File: src/rtl/jt12_acc_mix_pkg.sv
// Shared definitions for the jt12 channel accumulator / stereo mixer.
//   slot_e       : operator slot encodings in frame order position (S1, S3, S2, S4)
//   NUM_CH_DEF   : default channel count per frame
//   ACC_W        : per-channel partial/total sum width
//   RUN_W        : running L/R mix width
//   carrier_mask : algorithm -> carrier mask, bit index = slot_e value
//   sat_mix      : clamp a running mix value to a signed w-bit range
package jt12_acc_mix_pkg;

    typedef enum logic [1:0] {
        SLOT_S1 = 2'd0,
        SLOT_S3 = 2'd1,
        SLOT_S2 = 2'd2,
        SLOT_S4 = 2'd3
    } slot_e;

    localparam int unsigned NUM_CH_DEF = 6;
    localparam int unsigned ACC_W      = 11;
    localparam int unsigned RUN_W      = 14;

    function automatic logic [3:0] carrier_mask(input logic [2:0] alg);
        logic [3:0] m;
        case (alg)
            3'd4:          m = 4'b1100;   // S2, S4
            3'd5, 3'd6:    m = 4'b1110;   // S3, S2, S4
            3'd7:          m = 4'b1111;   // all operators
            default:       m = 4'b1000;   // S4 only
        endcase
        return m;
    endfunction

    // w must not exceed RUN_W.
    function automatic logic signed [RUN_W-1:0] sat_mix(input logic signed [RUN_W-1:0] v,
                                                        input int unsigned w);
        int hi;
        int lo;
        int vi;
        hi = (1 << (w - 1)) - 1;
        lo = -hi - 1;
        vi = int'(v);
        if (vi > hi)
            return RUN_W'(hi);
        else if (vi < lo)
            return RUN_W'(lo);
        else
            return v;
    endfunction

endpackage

File: src/rtl/jt12_sh_arst.sv
// Fixed-length shift register with asynchronous active-low clear.
//   clk   : clock, shifts every cycle
//   rst_n : asynchronous active-low clear of all stages
//   din   : W-bit input to stage 0
//   dout  : W-bit output of the last stage (din delayed by STAGES cycles)
module jt12_sh_arst #(
    parameter int unsigned W      = 11,
    parameter int unsigned STAGES = 6
) (
    input  logic         clk,
    input  logic         rst_n,
    input  logic [W-1:0] din,
    output logic [W-1:0] dout
);

    logic [W-1:0] sr [STAGES];

    always_ff @(posedge clk or negedge rst_n) begin
        if (!rst_n) begin
            for (int unsigned i = 0; i < STAGES; i++)
                sr[i] <= '0;
        end else begin
            sr[0] <= din;
            for (int unsigned i = 1; i < STAGES; i++)
                sr[i] <= sr[i-1];
        end
    end

    assign dout = sr[STAGES-1];

endmodule

File: src/rtl/jt12_acc_mix.sv
// Channel accumulator and stereo mixer fed by the operator stage.
// One operator value per cycle, 24 slots per frame (S1, S3, S2, S4 groups of
// NUM_CH channels). Carrier operators are summed per channel, ch5 may be
// replaced by DAC data, and panned channel totals are mixed into L/R.
//   clk, rst_n          : clock, asynchronous active-low reset
//   zero                : current cycle is slot 0 (ch0 S1)
//   op_result [8:0]     : signed operator output of the current slot
//   alg [2:0]           : algorithm of the current slot's channel
//   pan_l, pan_r        : pan enables of the current slot's channel
//   dac_en, dac_data    : ch5 DAC substitution enable and signed sample
//   ch_sample/ch_idx    : registered channel total and its channel index
//   ch_valid            : one-cycle pulse with each channel total
//   left/right          : saturated signed MIX_W-bit mix, updated once per frame
//   mix_valid           : one-cycle pulse when left/right update
module jt12_acc_mix
    import jt12_acc_mix_pkg::*;
#(
    parameter int unsigned NUM_CH = NUM_CH_DEF,
    parameter int unsigned MIX_W  = 12
) (
    input  logic                    clk,
    input  logic                    rst_n,
    input  logic                    zero,
    input  logic signed [8:0]       op_result,
    input  logic [2:0]              alg,
    input  logic                    pan_l,
    input  logic                    pan_r,
    input  logic                    dac_en,
    input  logic signed [8:0]       dac_data,
    output logic signed [10:0]      ch_sample,
    output logic [2:0]              ch_idx,
    output logic                    ch_valid,
    output logic signed [MIX_W-1:0] left,
    output logic signed [MIX_W-1:0] right,
    output logic                    mix_valid
);

    logic [2:0]               ch_cnt;
    slot_e                    op_cnt;
    logic                     started;

    logic [2:0]               cur_ch;
    slot_e                    cur_op;
    logic [2:0]               nxt_ch;
    slot_e                    nxt_op;
    logic                     active;
    logic                     is_last_ch;
    logic                     is_s4;
    logic                     frame_end;

    logic [3:0]               mask;
    logic signed [ACC_W-1:0]  gated;
    logic signed [ACC_W-1:0]  sr_out;
    logic signed [ACC_W-1:0]  sum;
    logic signed [ACC_W-1:0]  total;
    logic signed [RUN_W-1:0]  total_ext;

    logic signed [RUN_W-1:0]  run_l;
    logic signed [RUN_W-1:0]  run_r;
    logic signed [RUN_W-1:0]  run_l_nxt;
    logic signed [RUN_W-1:0]  run_r_nxt;

    // zero overrides the counters for the current cycle, so everything below
    // works on cur_* rather than the registered counts.
    always_comb begin
        cur_ch = zero ? 3'd0 : ch_cnt;
        cur_op = zero ? SLOT_S1 : op_cnt;
        active = started | zero;

        is_last_ch = (cur_ch == 3'(NUM_CH - 1));
        is_s4      = (cur_op == SLOT_S4);
        frame_end  = is_s4 && is_last_ch;

        nxt_ch = cur_ch + 3'd1;
        nxt_op = cur_op;
        if (is_last_ch) begin
            nxt_ch = '0;
            case (cur_op)
                SLOT_S1: nxt_op = SLOT_S3;
                SLOT_S3: nxt_op = SLOT_S2;
                SLOT_S2: nxt_op = SLOT_S4;
                default: nxt_op = SLOT_S1;
            endcase
        end
    end

    always_comb begin
        mask  = carrier_mask(alg);
        gated = mask[cur_op] ? {{(ACC_W-9){op_result[8]}}, op_result} : '0;

        // S1 starts a new channel sum; the stale shift-register value is dropped.
        if (cur_op == SLOT_S1)
            sum = gated;
        else
            sum = sr_out + gated;

        total = sum;
        if (is_last_ch && dac_en)
            total = {dac_data, 2'b00};

        total_ext = {{(RUN_W-ACC_W){total[ACC_W-1]}}, total};

        run_l_nxt = (cur_ch == 3'd0 && cur_op == SLOT_S1) ? '0 : run_l;
        run_r_nxt = (cur_ch == 3'd0 && cur_op == SLOT_S1) ? '0 : run_r;
        if (is_s4 && pan_l)
            run_l_nxt = run_l + total_ext;
        if (is_s4 && pan_r)
            run_r_nxt = run_r + total_ext;
    end

    jt12_sh_arst #(
        .W      (ACC_W),
        .STAGES (NUM_CH)
    ) u_sh (
        .clk   (clk),
        .rst_n (rst_n),
        .din   (sum),
        .dout  (sr_out)
    );

    always_ff @(posedge clk or negedge rst_n) begin
        if (!rst_n) begin
            ch_cnt  <= '0;
            op_cnt  <= SLOT_S1;
            started <= 1'b0;
            run_l   <= '0;
            run_r   <= '0;
        end else begin
            ch_cnt  <= nxt_ch;
            op_cnt  <= nxt_op;
            started <= active;
            run_l   <= run_l_nxt;
            run_r   <= run_r_nxt;
        end
    end

    always_ff @(posedge clk or negedge rst_n) begin
        if (!rst_n) begin
            ch_sample <= '0;
            ch_idx    <= '0;
            ch_valid  <= 1'b0;
        end else begin
            ch_valid <= is_s4 && active;
            if (is_s4) begin
                ch_sample <= total;
                ch_idx    <= cur_ch;
            end
        end
    end

    // Outputs only change for a frame that began on a real zero; a frame
    // truncated by an early zero never reaches frame_end, so left/right hold.
    always_ff @(posedge clk or negedge rst_n) begin
        if (!rst_n) begin
            left      <= '0;
            right     <= '0;
            mix_valid <= 1'b0;
        end else begin
            mix_valid <= frame_end && active;
            if (frame_end && active) begin
                left  <= MIX_W'(sat_mix(run_l_nxt, MIX_W));
                right <= MIX_W'(sat_mix(run_r_nxt, MIX_W));
            end
        end
    end

endmodule

File: config.mk
export PLATFORM = sky130hd
export DESIGN_NAME = jt12_acc_mix
export DESIGN_NICKNAME = d
export VERILOG_FILES = /design/src/rtl/jt12_acc_mix_pkg.sv /design/src/rtl/jt12_sh_arst.sv /design/src/rtl/jt12_acc_mix.sv
export SDC_FILE = /design/constraint.sdc
export NUM_CORES = 1
export LEC_CHECK = 0
export ABC_AREA = 1
export BUFFER_PORTS_ARGS = -buffer_cell sky130_fd_sc_hd__buf_2
export CAP_MARGIN = 20
export CORE_MARGIN = 8
export CORE_UTILIZATION = 40
export CTS_BUF_LIST = sky130_fd_sc_hd__clkbuf_4 sky130_fd_sc_hd__clkbuf_8
export DETAILED_ROUTE_END_ITERATION = 8
export GPL_ROUTABILITY_DRIVEN = 0
export PLACE_DENSITY = 0.58
export SLEW_MARGIN = 20
export SYNTH_ARGS = -nofsm -noshare
export SYNTH_HDL_FRONTEND = slang
export SYNTH_SLANG_ARGS = --single-unit
export TNS_END_PERCENT = 10
File: constraint.sdc
create_clock -name clk -period 12.5 [get_ports clk]
set_clock_uncertainty 0.2 [all_clocks]
set_input_delay 2.5 -clock clk [delete_from_list [all_inputs] [get_ports clk]]
set_output_delay 2.5 -clock clk [all_outputs]
set_load 0.01 [all_outputs]
Word level (Yosys, flattened, before mapping)
Index checks and enable logic that the tools add are counted.
Cells by class
  $add $sub $neg: 4
  order comparisons: 5
  eq/ne operators: 8
  multiplexer cells: 19
  bitwise logic cells: 1
  reduce and logical (&&, ||, !) cells: 10
Operators with widths (number)
  14-bit 2-to-1 mux: 4
  12-bit 2-to-1 mux: 4
  11-bit 2-to-1 mux: 3
  14-bit by 11-bit adder with 14-bit output: 2
  14-bit by 12-bit greater-than comparator with 1-bit output (second input constant): 2
  14-bit by 12-bit < comparator with 1-bit output (second input constant): 2
  3-bit == test (second input constant): 5
  11-bit adder: 1
  3-bit case mux with 3 select lines: 1
  1-bit logical AND: 7
  3-bit 2-to-1 mux: 2
  2-bit case mux with 3 select lines: 1
  2-bit == test (second input constant): 2
  2-bit 2-to-1 mux: 2
  3-bit by 1-bit adder with 3-bit output (second input constant): 1
  3-bit logical NOT: 1
  2-bit by 3-bit < comparator with 1-bit output (second input constant): 1
  1-bit binary-select mux with 2-bit select: 1
  2-bit by 1-bit == test with 1-bit output (second input constant): 1
  2-bit logical NOT: 1
  2-bit OR reduction: 1
  1-bit 2-to-1 mux: 1
  1-bit bitwise OR: 1
Word-level totals
  bits in registers: 140
  input bits: 27
  output and inout bits: 40
  logic and storage cells: 64

Depth between registers and ports, before layout
  depth after elaboration: 14
  mapped depth: 36

Cells and area by module
A second synthesis with hierarchy kept.
Second synthesis, totals
  cell total of the unflattened synthesis: 740
  area total of the unflattened synthesis: 6770.2 µm²
By module, submodules not included
  jt12_acc_mix: instances 1, cells each 663, area an instance 5036.1 µm²
  jt12_sh_arst: instances 1, cells each 77, area an instance 1734.2 µm²

Least setup slack after synthesis
No wires, ideal clock.
  kind: input to register
  start point: in zero
  end point: reg right[0]
  library setup time: 120 ps
  arrival: 6079 ps
  data required time: 12180 ps
  path slack: 6101 ps
  stages: 31
  buffers on the path: 1
  cell sequence: nor2_1 > o21ai_1 > nand2_4 > inv_1 > nor2_1 > ha_1 > inv_1 > fa_1 > inv_1 > nand3_1 > nand4_1 > nand3_1 > nand2_2 > nand2_2 > nand2_4 > nand2_1 > ha_1 > inv_1 > nor3_1 > nand3_1 > nand4_1 > nand2_1 > inv_1 > nor2_1 > o21bai_1 > nand3_2 > nand3_2 > nand3_2 > nand2_1 > buf_6 > a21oi_2
On the way
  longest elaborated chain between the ends: 12
RTL lines
  from (decl): line jt12_acc_mix.sv:23  | input logic zero,
  2-bit 2-to-1 mux *: line jt12_acc_mix.sv:67  | cur_op = zero ? SLOT_S1 : op_cnt;
  1-bit binary-select mux with 2-bit select: line jt12_acc_mix.sv:89  | gated = mask[cur_op] ? {{(ACC_W-9){op_result[8]}}, op_result} : '0;
  1-bit 2-to-1 mux (implied by the code): line jt12_acc_mix.sv:89
  11-bit 2-to-1 mux: line jt12_acc_mix.sv:89
  11-bit adder: line jt12_acc_mix.sv:95  | sum = sr_out + gated;
  11-bit 2-to-1 mux *: line jt12_acc_mix.sv:92  | if (cur_op == SLOT_S1)
  net sum[10]: line jt12_acc_mix.sv:54  | logic signed [ACC_W-1:0] sum;
  11-bit 2-to-1 mux *: line jt12_acc_mix.sv:98  | if (is_last_ch && dac_en)
  net total[10]: line jt12_acc_mix.sv:55  | logic signed [ACC_W-1:0] total;
  14-bit by 11-bit adder with 14-bit output *: line jt12_acc_mix.sv:108  | run_r_nxt = run_r + total_ext;
  14-bit 2-to-1 mux *: line jt12_acc_mix.sv:107  | if (is_s4 && pan_r)
  14-bit by 12-bit < comparator with 1-bit output: line jt12_acc_mix_pkg.sv:43  | else if (vi < lo)
  12-bit 2-to-1 mux: line jt12_acc_mix_pkg.sv:43
  12-bit 2-to-1 mux *: line jt12_acc_mix_pkg.sv:41  | if (vi > hi)
  to (signal assigned): line jt12_acc_mix.sv:162  | right <= MIX_W'(sat_mix(run_r_nxt, MIX_W));
  to (decl): line jt12_acc_mix.sv:34  | output logic signed [MIX_W-1:0] right,
The timed path passes the listed nets; every way through them passes the cells marked *. The select of a mux whose other input is x is not followed.
A chain may end at the register's enable or synchronous reset.

Final worst setup path
  start point: in zero
  end point: reg left[10]
On the way
  longest elaborated chain between the ends: 12
RTL lines
  2-bit 2-to-1 mux: line jt12_acc_mix.sv:67
  1-bit binary-select mux with 2-bit select: line jt12_acc_mix.sv:89
  1-bit 2-to-1 mux (implied by the code): line jt12_acc_mix.sv:89
  11-bit 2-to-1 mux: line jt12_acc_mix.sv:89
  11-bit adder: line jt12_acc_mix.sv:95
  11-bit 2-to-1 mux: line jt12_acc_mix.sv:92
  11-bit 2-to-1 mux *: line jt12_acc_mix.sv:98
  net total[8]: line jt12_acc_mix.sv:55
  14-bit by 11-bit adder with 14-bit output *: line jt12_acc_mix.sv:106  | run_l_nxt = run_l + total_ext;
  14-bit 2-to-1 mux *: line jt12_acc_mix.sv:105  | if (is_s4 && pan_l)
  net run_l_nxt[11]: line jt12_acc_mix.sv:60  | logic signed [RUN_W-1:0] run_l_nxt;
  14-bit by 12-bit < comparator with 1-bit output: line jt12_acc_mix_pkg.sv:43
  12-bit 2-to-1 mux: line jt12_acc_mix_pkg.sv:43
  12-bit 2-to-1 mux *: line jt12_acc_mix_pkg.sv:41
  to (signal assigned): line jt12_acc_mix.sv:161  | left <= MIX_W'(sat_mix(run_l_nxt, MIX_W));
  to (decl): line jt12_acc_mix.sv:33  | output logic signed [MIX_W-1:0] left,
Marks and branches as above.

==> impl_metrics.toml <==
[sta]
final_max_slew_viol_count = 0
tns_ps = 0
max_freq_mhz = 136
relSlewSlack_pct = 37.6
min_period_ps = 7350
rsz0062_at_grt = "no"
fin_crit_sh_pct = 58.8
final-setup-viol-count = 0
hold_violations = 0
worstMarginPinSlew_ps = 935

[yosys]
postSynthCellCount = 742
async_flop_share_pct = 100
synth-seq-area-share_pct = 51.3
synth.avg_cell_area_sq_um = 9.21
yosysMostFrequentCell = "nand2_1"
synthFlopType = "dfrtp_1"
synth_warnings = 0
synthTopCellsByArea = "dfrtp_1, nand2_1, ha_1, o21ai_0, inv_1"
netlist_top_cells_count = "nand2_1, dfrtp_1, inv_1"
netlist_area_sq_mm = 0.00683
synth-seq-cells = 140
syn_nets = 810
synthDominantCellAreaShare_pct = 51.3
synth_edf_count = 0
ys_types = 45
synth_top_area_cell = "dfrtp_1"

[finish]
layout.nets = 880
area_delta_synth_final_pct = 13.9
fin_area_sq_mm = 0.00778
nFillCells = 1602
final_layout_size_suffix_gt1_share_pct = 20.8
diodes = 0

[global_route]
grt_first_pass_wirelength_microns = 26900
grt_pass1_vias = 5246
grt_max_degree = 74
grt_usage_pct = 15.7
antenna_found_initial = 0
grt-ovfl-total = 0

[floorplan]
die_height_microns = 147
fp.dieW_microns = 147
io_pins = 67
start_util_pct = 41.1
core-area_sq_mm = 0.0166
num_rows = 47
die_area_sq_mm = 0.0215

[setup_path]
crit_top_cell = "nor2_1"
critPathTopFamily = "simple AND/OR/NAND/NOR gates"
critPathSlowestCell = "o21ai_0"
worst_setup_path_end_kind = "flip-flop"
worstPathArrival_ps = 7510
path_buf_inv = 4
crit_required_ps = 12670
critPathMaxStageDelay_ps = 650
cp-start-kind = "primary input"
cp_max_fo = 11
path_class = "in2reg"

[hold_path]
min_path_type = "reg2reg"

[power]
peakVddDrop_v = 0.000108
p_leak_nw = 4.05
powerDensity_mw_per_mm2 = 116

[drt]
routed_via_density = 4.99
drt-initial-drc-count = 357
wirelength_microns = 16400
drc = 0
ant_nets = 0
drt_pass1_iterations = 5
num_vias = 5217
wire_per_inst_microns = 15.7

[placement]
io_buffers = 66
place_hpwl_microns = 12200
placed_cell_area_sq_mm = 0.00736

[clock_network]
insertion_delay_ps = 440
cts_buffers = 17
clock-sinks = 140
cts_max_path_buffers = 2
cts_setup_buffers = 0
ctsRootBufferMaster = "clkbuf_8"
cts_resized = 0
cts_tree = "built"
hold_buffers = 0
clkTransAtPathRegs_ps = 80
h-tree-depth = 4

[outcome]
status = "complete, no violations"

[job]
max-cap-violations = 0
-- registers in the layout, indices dropped and copies added, names as in the netlist --
name	cells
ch_valid	1
u_sh.sr	55
mix_valid	1
ch_sample	11
u_sh.dout	11
run_r	14
ch_idx	3
left	12
op_cnt	2
ch_cnt	3
right	12
started	1
run_l	14
-- layout by cell type (no fill, tap or decap), types with 18 or more instances in the layout --
master    synthesis  routed
nand2_1         153     153
dfrtp_1         140     140
inv_1            68      68
buf_2             4      65
nor2_1           63      63
o21ai_0          51      51
nand3_1          47      47
a21oi_1          41      41
ha_1             38      38
a21oi_2          24      24
clkbuf_8          0      19
nand2_2          18      18
-- metrics by stage --
stage / utilization (%) / hold slack, ps / instances / power, W / setup WS, ps
finish: 46.8 / 146 / 1045 / 0.000906 / 5150
detailed placement: 44.3 / 135 / 1013 / 0.000538 / 4710
floorplan: - / 131 / 742 / 0.000511 / 6100
CTS: 46.8 / 149 / 1045 / 0.000920 / 5170
global placement: 44.3 / 132 / 1013 / 0.000537 / 4800
global route: 46.8 / 151 / 1045 / 0.000949 / 4730
-- worst paths after layout --
kind	from	end	slack [ps]	cells past startpoint
max	zero	left[10]	5150	27
min reg2reg	u_sh.sr[34]	u_sh.sr[23]	150	0
max reg2reg	op_cnt[1]	left[10]	7010	27
min in group asynchronous	rst_n	u_sh.sr[16]	1840	1
max in group asynchronous	rst_n	right[3]	8890	2
min	u_sh.sr[34]	u_sh.sr[23]	150	0
-- routing by layer --
metal  global-route usage, %  share of wire, %
met1                    20.5                48
met4                    4.12               1.3
met5                       0                 0
met2                    25.0                46
met3                    4.42               4.3
-- layout make-up --
class                   count  area (sq um)  share of cell area [%]
clock inverters            13           155                    1.99
clock buffers              19           262                    3.36
flip-flops and latches    140          3500                    45.0
multi-input cells         512          2950                    38.0
inverters                  72           273                    3.51
well taps                 220           275                    3.54
repair buffers             69           359                    4.61
-- cell families (layout without fill, tap and decap cells) --
family	count (synthesis)	count (layout)	share of synthesized area [%]
and+or+nand+nor	316	316	21.1
AOI/OAI and AO/OA	146	146	13.0
DFF	140	140	51.3
buffers and inverters	90	173	5.60
adders and majority gates	41	41	7.84
xor gates and xnor gates	9	9	1.15
-- power by group --
part	total [W]	switching [W]	internal [W]
Sequential	0.000470	0.00000487	0.000465
Combinational	0.0000595	0.0000436	0.0000159
Clock	0.000377	0.000184	0.000193
Total	0.000906	0.000232	0.000674
Power figures use the tool's default switching activity.
